## src/rtl/riscv_pkg.sv

```systemverilog
// Shared constants and types for the instruction-fetch front end.
package riscv_pkg;

  localparam int unsigned XLEN = 32;
  localparam logic [XLEN-1:0] NOP_INSTR = 32'h0000_0013;

  typedef enum logic {
    REQ  = 1'b0,
    RESP = 1'b1
  } fetch_state_t;

endpackage

```

## src/rtl/fetch_buffer.sv

```systemverilog
// One-entry fetch buffer between the imem response and IF/ID.
// Flush beats refill, and refill beats consume.
module fetch_buffer
  import riscv_pkg::*;
#(
  parameter int unsigned      WIDTH     = XLEN,
  parameter logic [WIDTH-1:0] NOP_INSTR = WIDTH'(riscv_pkg::NOP_INSTR)
) (
  input  logic             clk,
  input  logic             rst_n,
  input  logic             i_flush,
  input  logic             i_load,
  input  logic             i_consume,
  input  logic [WIDTH-1:0] i_instr,
  input  logic [WIDTH-1:0] i_pc,
  output logic             o_empty,
  output logic [WIDTH-1:0] o_instr,
  output logic [WIDTH-1:0] o_pc,
  output logic [WIDTH-1:0] o_pcp4
);

  logic             r_empty;
  logic [WIDTH-1:0] r_instr;
  logic [WIDTH-1:0] r_pc;
  logic [WIDTH-1:0] r_pcp4;

  // The instruction register holds the bubble word while empty; pc/pcp4 keep their last value.
  always_ff @(posedge clk or negedge rst_n) begin
    if (!rst_n) begin
      r_empty <= 1'b1;
      r_instr <= NOP_INSTR;
      r_pc    <= '0;
      r_pcp4  <= '0;
    end else if (i_flush) begin
      r_empty <= 1'b1;
      r_instr <= NOP_INSTR;
    end else if (i_load) begin
      r_empty <= 1'b0;
      r_instr <= i_instr;
      r_pc    <= i_pc;
      r_pcp4  <= i_pc + WIDTH'(4);
    end else if (i_consume) begin
      r_empty <= 1'b1;
      r_instr <= NOP_INSTR;
    end
  end

  assign o_empty = r_empty;
  assign o_instr = r_instr;
  assign o_pc    = r_pc;
  assign o_pcp4  = r_pcp4;

endmodule

```

## src/rtl/fetch_unit.sv

```systemverilog
// Instruction-fetch front end: owns the PC and runs a single-outstanding
// request/response handshake to imem, feeding a one-entry buffer to IF/ID.
module fetch_unit
  import riscv_pkg::*;
#(
  parameter int unsigned      WIDTH     = XLEN,
  parameter logic [WIDTH-1:0] RESET_PC  = '0,
  parameter logic [WIDTH-1:0] NOP_INSTR = WIDTH'(riscv_pkg::NOP_INSTR)
) (
  input  logic             clk,
  input  logic             rst_n,
  input  logic             stall_F,
  input  logic             redirect,
  input  logic [WIDTH-1:0] redirect_pc,
  output logic             imem_req,
  output logic [WIDTH-1:0] imem_addr,
  input  logic             imem_gnt,
  input  logic             imem_rvalid,
  input  logic [WIDTH-1:0] imem_rdata,
  output logic [WIDTH-1:0] instr_F,
  output logic [WIDTH-1:0] PC_F,
  output logic [WIDTH-1:0] PCP4_F,
  output logic             fetch_busy
);

  fetch_state_t     r_state;
  fetch_state_t     w_state_nxt;
  logic [WIDTH-1:0] r_pc;
  logic [WIDTH-1:0] w_pc_nxt;
  logic [WIDTH-1:0] r_req_pc;
  logic [WIDTH-1:0] w_req_pc_nxt;
  logic             r_kill;
  logic             w_kill_nxt;
  logic             w_req;
  logic             w_load;
  logic             w_buf_empty;
  logic             w_consume;

  assign w_consume = !w_buf_empty && !stall_F;

  always_ff @(posedge clk or negedge rst_n) begin
    if (!rst_n) begin
      r_state  <= REQ;
      r_pc     <= RESET_PC;
      r_req_pc <= '0;
      r_kill   <= 1'b0;
    end else begin
      r_state  <= w_state_nxt;
      r_pc     <= w_pc_nxt;
      r_req_pc <= w_req_pc_nxt;
      r_kill   <= w_kill_nxt;
    end
  end

  // A request only goes out when the buffer is free by the next edge, so a response is never refused.
  always_comb begin
    w_state_nxt  = r_state;
    w_pc_nxt     = r_pc;
    w_req_pc_nxt = r_req_pc;
    w_kill_nxt   = r_kill;
    w_req        = 1'b0;
    w_load       = 1'b0;
    case (r_state)
      REQ: begin
        w_req = rst_n && (w_buf_empty || w_consume);
        if (w_req && imem_gnt) begin
          w_req_pc_nxt = r_pc;
          w_pc_nxt     = r_pc + WIDTH'(4);
          w_state_nxt  = RESP;
          if (redirect) w_kill_nxt = 1'b1;
        end
      end
      RESP: begin
        if (imem_rvalid) begin
          w_load      = !r_kill && !redirect;
          w_kill_nxt  = 1'b0;
          w_state_nxt = REQ;
        end else if (redirect) begin
          w_kill_nxt = 1'b1;
        end
      end
      default: w_state_nxt = REQ;
    endcase
    if (redirect) w_pc_nxt = redirect_pc;
  end

  assign imem_req   = w_req;
  assign imem_addr  = r_pc;
  assign fetch_busy = w_buf_empty;

  fetch_buffer #(
    .WIDTH     (WIDTH),
    .NOP_INSTR (NOP_INSTR)
  ) u_fetch_buffer (
    .clk       (clk),
    .rst_n     (rst_n),
    .i_flush   (redirect),
    .i_load    (w_load),
    .i_consume (w_consume),
    .i_instr   (imem_rdata),
    .i_pc      (r_req_pc),
    .o_empty   (w_buf_empty),
    .o_instr   (instr_F),
    .o_pc      (PC_F),
    .o_pcp4    (PCP4_F)
  );

endmodule
```

## config.mk

```make
export PLATFORM = sky130hd
export DESIGN_NAME = fetch_unit
export DESIGN_NICKNAME = d
export VERILOG_FILES = /design/src/rtl/riscv_pkg.sv /design/src/rtl/fetch_buffer.sv /design/src/rtl/fetch_unit.sv
export SDC_FILE = /design/constraint.sdc
export NUM_CORES = 1
export LEC_CHECK = 0
export BUFFER_PORTS_ARGS = -buffer_cell sky130_fd_sc_hd__buf_2
export CAP_MARGIN = 20
export CORE_MARGIN = 3
export CORE_UTILIZATION = 48
export DETAILED_ROUTE_END_ITERATION = 10
export PLACE_DENSITY = 0.83
export SLEW_MARGIN = 20
export SYNTH_ARGS = -nofsm -noshare
export SYNTH_HDL_FRONTEND = slang
export SYNTH_SLANG_ARGS = --single-unit
```

## constraint.sdc

```tcl
create_clock -name clk -period 3.2 [get_ports clk]
set_clock_uncertainty 0.2 [all_clocks]
set_input_delay 0.16 -clock clk [delete_from_list [all_inputs] [get_ports clk]]
set_output_delay 0.16 -clock clk [all_outputs]
set_load 0.1 [all_outputs]
```

==> summary.md <==
| Metric | Value |
|---|---|
| Final number of max-transition violations | `0` |
| Starting Density | `50.1%` |
| GRT Total Usage | `25.0%` |
| GRT Residual Overflow | `0` |
| Internal power | `4.33 mW` |
| WL/cell | `16.8 µm` |
| Buffer type at the clock tree root | `sky130_fd_sc_hd__clkbuf_16` |
| Clk sink count | `161` |
| Number of H-tree levels | `4` |
| Post-Syn Area | `7090 µm²` |
| Pin count of the biggest net entering global routing | `97` |
| Final GP Congestion | `0.901` |
| Number of iterations in the first detailed-routing pass | `5` |
| Initial antenna violation count | `1` |
| Switching power | `4.90 mW` |
| Sequential fraction of design power | `32.1%` |
| Largest area contributor in the synthesized netlist | `sky130_fd_sc_hd__dfrtp_1` |
| Die Y | `128 µm` |
| RSZ-0062 raised after global routing | `no` |
| Share of total power in combinational logic | `46.7%` |
| DRC viols | `0` |
| Data arrival time of the worst path | `3.02 ns` |
| Endpoint required time on the critical path | `3.31 ns` |
| Pwr Density | `970 nW/µm²` |
| Async SR Flop Fraction | `100%` |
| Hold Violations, Final | `0` |
| Top Ports | `200` |
| Flop and latch count out of synthesis | `161` |
| Peak clock frequency supported by timing | `344 MHz` |
| Total cell area at the placement stage | `8210 µm²` |
| Syn Nets | `816` |
| Leakage power total | `4.75 nW` |
| Longest individual stage delay on the worst path | `0.69 ns` |
| Total number of nets in the final design | `1,074` |
| First-pass GRT wire length | `32.1 mm` |
| Overall routed net length | `20.1 mm` |
| Most common cell after layout, fill and taps aside | `sky130_fd_sc_hd__nand2_1` |
| DPL Wire Length | `13.2 mm` |
| Floorplan Core Area | `14,100 µm²` |
| Final cell count without fillers | `1,196` |
| Area of all placed cells without fillers | `9520 µm²` |
| Switching part of the total | `53.1%` |
| Outcome | `completed` |
| Leading cell types in the layout, fill and taps excluded | `247 x sky130_fd_sc_hd__nand2_1, 198 x sky130_fd_sc_hd__buf_2, 157 x sky130_fd_sc_hd__dfrtp_1, 72 x sky130_fd_sc_hd__dlygate4sd3_1, 60 x sky130_fd_sc_hd__o21ai_0` |
| Final setup fails | `0` |
| Vias in the first global route | `6,301` |
| Vias after detailed routing | `6,447` |
| Worst Path Max Fanout | `10` |
| Residual antenna-violating net count after detailed routing | `0` |
| Horizontal extent of the die | `128 µm` |
| Crit-path cells | `nand2b_1 > nand3_2 > or4_1 > xnor2_1 > o21ai_0 > dlygate4sd3_1` |
| Post-CTS Setup Repair Bufs | `0` |
| Number of maximum-capacitance violations | `0` |
| Part of the Yosys area used for sequential elements | `56.9%` |
| Synth Flop Type | `sky130_fd_sc_hd__dfrtp_1` |
| TritonCTS Buffers | `17` |
| Detailed router's first-iteration violation count | `567` |
| Hold WC Path Type | `in2reg` |
| Fraction of layout instances using a drive strength above 1 | `25.5%` |
| Synth top area cells | `sky130_fd_sc_hd__dfrtp_1 55%, sky130_fd_sc_hd__nand2_1 13%, sky130_fd_sc_hd__xnor2_1 4.7%, sky130_fd_sc_hd__o21ai_0 4.2%, sky130_fd_sc_hd__a22o_1 3.6%` |
| Avg Vias per Cell | `5.39` |
| Number of different library cells in the post-synthesis netlist | `42` |
| Clk_lat worst skew | `0.43 ns` |
| Syn Inst Count | `744` |
| Layout-stage area growth over the synthesis result | `34.3%` |
| Kind of start point of the critical path | `flip-flop` |
| Slew at the pin closest to its max-slew limit | `0.960 ns` |
| Maximum number of buffers from clock root to sink | `2` |
| Dpl cells | `1,090` |
| Clock-pin slew reported for the worst setup and hold paths after clock tree synthesis | `0.06 ns` |
| Cell Rows | `43` |
| Highest ir drop seen on vdd | `0.729 mV` |
| Crit Path Category | `reg2reg` |
| Final Cycle Share | `90.8%` |
| Final min period | `2.91 ns` |
| Critical path capture point type | `flip-flop` |
| CTS tree | `yes` |
| Ys Warns | `0` |
| Worst-path cell with the longest stage delay | `sky130_fd_sc_hd__or4_1` |
| Synth top area share | `55.4%` |
| Avg Inst Size Synth | `9.53 µm²` |
| Total negative slack | `0 ns` |
| Area of the die | `16,300 µm²` |
| Relative contribution of the clock network to total power | `21.2%` |
| Number of enable flip-flop cells after synthesis | `0` |
| Relative slew slack | `36.0%` |
| I/O Buffers | `199` |
-- area by class of cell --
class	count	area, µm²
fillers	1113	4630
flip-flops and latches	161	4030
multi-input cells	529	2840
repair buffers	281	1810
clock buffers	21	450
well taps	180	225
clock inverters	11	114
inverters	12	45.0
diodes	1	2.50
-- through the flow --
| stage | power [mW] | util, % | hold WS [ns] | setup slack, ns |
|---|---|---|---|---|
| finish | 9.23 | 67.3 | 0.0348 | 0.294 |
| global route | 9.58 | 67.3 | 0.0291 | 0.165 |
| CTS | 9.26 | 67.3 | 0.0110 | 0.318 |
| detailed placement | 7.22 | 58.0 | -0.154 | 0.722 |
| global placement | 7.16 | 58.0 | -0.157 | 0.763 |
| floorplan | 6.45 | - | -0.336 | 0.367 |
-- cell families (layout without fill, tap and decap cells) --
logic type / count (synthesis) / count (layout) / synth area share [%]
xor+xnor: 49 / 49 / 6.05
mux: 4 / 4 / 0.618
flops: 161 / 161 / 56.9
compound gates: 109 / 109 / 9.78
buf+inv: 54 / 325 / 3.19
other cells: 0 / 1 / 0
simple gates: 365 / 365 / 23.1
fa+ha+maj: 2 / 2 / 0.353
-- final timing paths --
kind,startpoint,end,slack [ns],cells after the start
min in group asynchronous,rst_n,r_kill,0.06,3
max in group asynchronous,rst_n,u_fetch_buffer.o_pc[6],1.78,3
hold / removal,redirect,imem_addr[0],0.03,2
setup / recovery,u_fetch_buffer.o_empty,imem_addr[19],0.29,6
hold reg to reg,u_fetch_buffer.o_pc[7],u_fetch_buffer.o_pc[7],0.27,2
setup reg to reg,u_fetch_buffer.o_empty,imem_addr[19],0.29,6
-- synth_stat cells (all sizes together), types with 3 or more instances --
| library cell | count |
|---|---|
| mux2 | 3 |
| and3 | 12 |
| a31oi | 6 |
| or3 | 5 |
| xor2 | 11 |
| and4 | 5 |
| nor2 | 17 |
| dfrtp | 157 |
| and2 | 3 |
| clkbuf | 31 |
| a22o | 29 |
| inv | 12 |
| xnor2 | 38 |
| nand3 | 23 |
| nor4 | 17 |
| dfstp | 4 |
| nand4 | 14 |
| o21ai | 64 |
| o22a | 3 |
| nand2 | 247 |
| buf | 11 |
| nor3 | 16 |
-- power by group through the flow --
stage,registers (mW),logic [mW],clock network (mW)
2_1_floorplan,5.79,0.665,0
3_3_place_gp,2.96,4.20,0
3_5_place_dp,2.99,4.24,0
4_1_cts,2.95,4.32,1.99
5_1_grt,3.03,4.49,2.07
6_report,2.96,4.31,1.96
-- critical path: cells and delay by family (launching register included) --
| family | cells | cell delay [ns] |
|---|---|---|
| AND/OR/NAND/NOR | 3 | 1.20 |
| buffers and inverters | 1 | 0.56 |
| AO/OA/AOI/OAI | 1 | 0.09 |
| XOR/XNOR | 1 | 0.20 |
| flip-flops | 1 | 0.54 |
-- sequential cells by signal, indices dropped and copies added (netlist names) --
| register | count |
|---|---|
| r_kill | 1 |
| r_req_pc | 32 |
| u_fetch_buffer.o_pcp4 | 32 |
| u_fetch_buffer.o_pc | 30 |
| u_fetch_buffer.o_instr | 32 |
| r_state | 1 |
| u_fetch_buffer.o_empty | 1 |
| imem_addr | 32 |
-- timing repair --
action                    in CTS  in global routing
hold endpoints to repair     151                  0
hold buffers                  73                  0
resized for setup              0                  0
-- metal layers --
layer	track usage, %	share of wire [%]	vias up	wire length (µm)
met2	38.1	47	288	9550
li1	-	-	3020	-
met5	0	0	-	0
met1	33.9	43	3081	8600
met4	13.4	3.6	0	716
met3	4.77	6.3	58	1260
No activity file was read; power rests on OpenSTA's default activity.
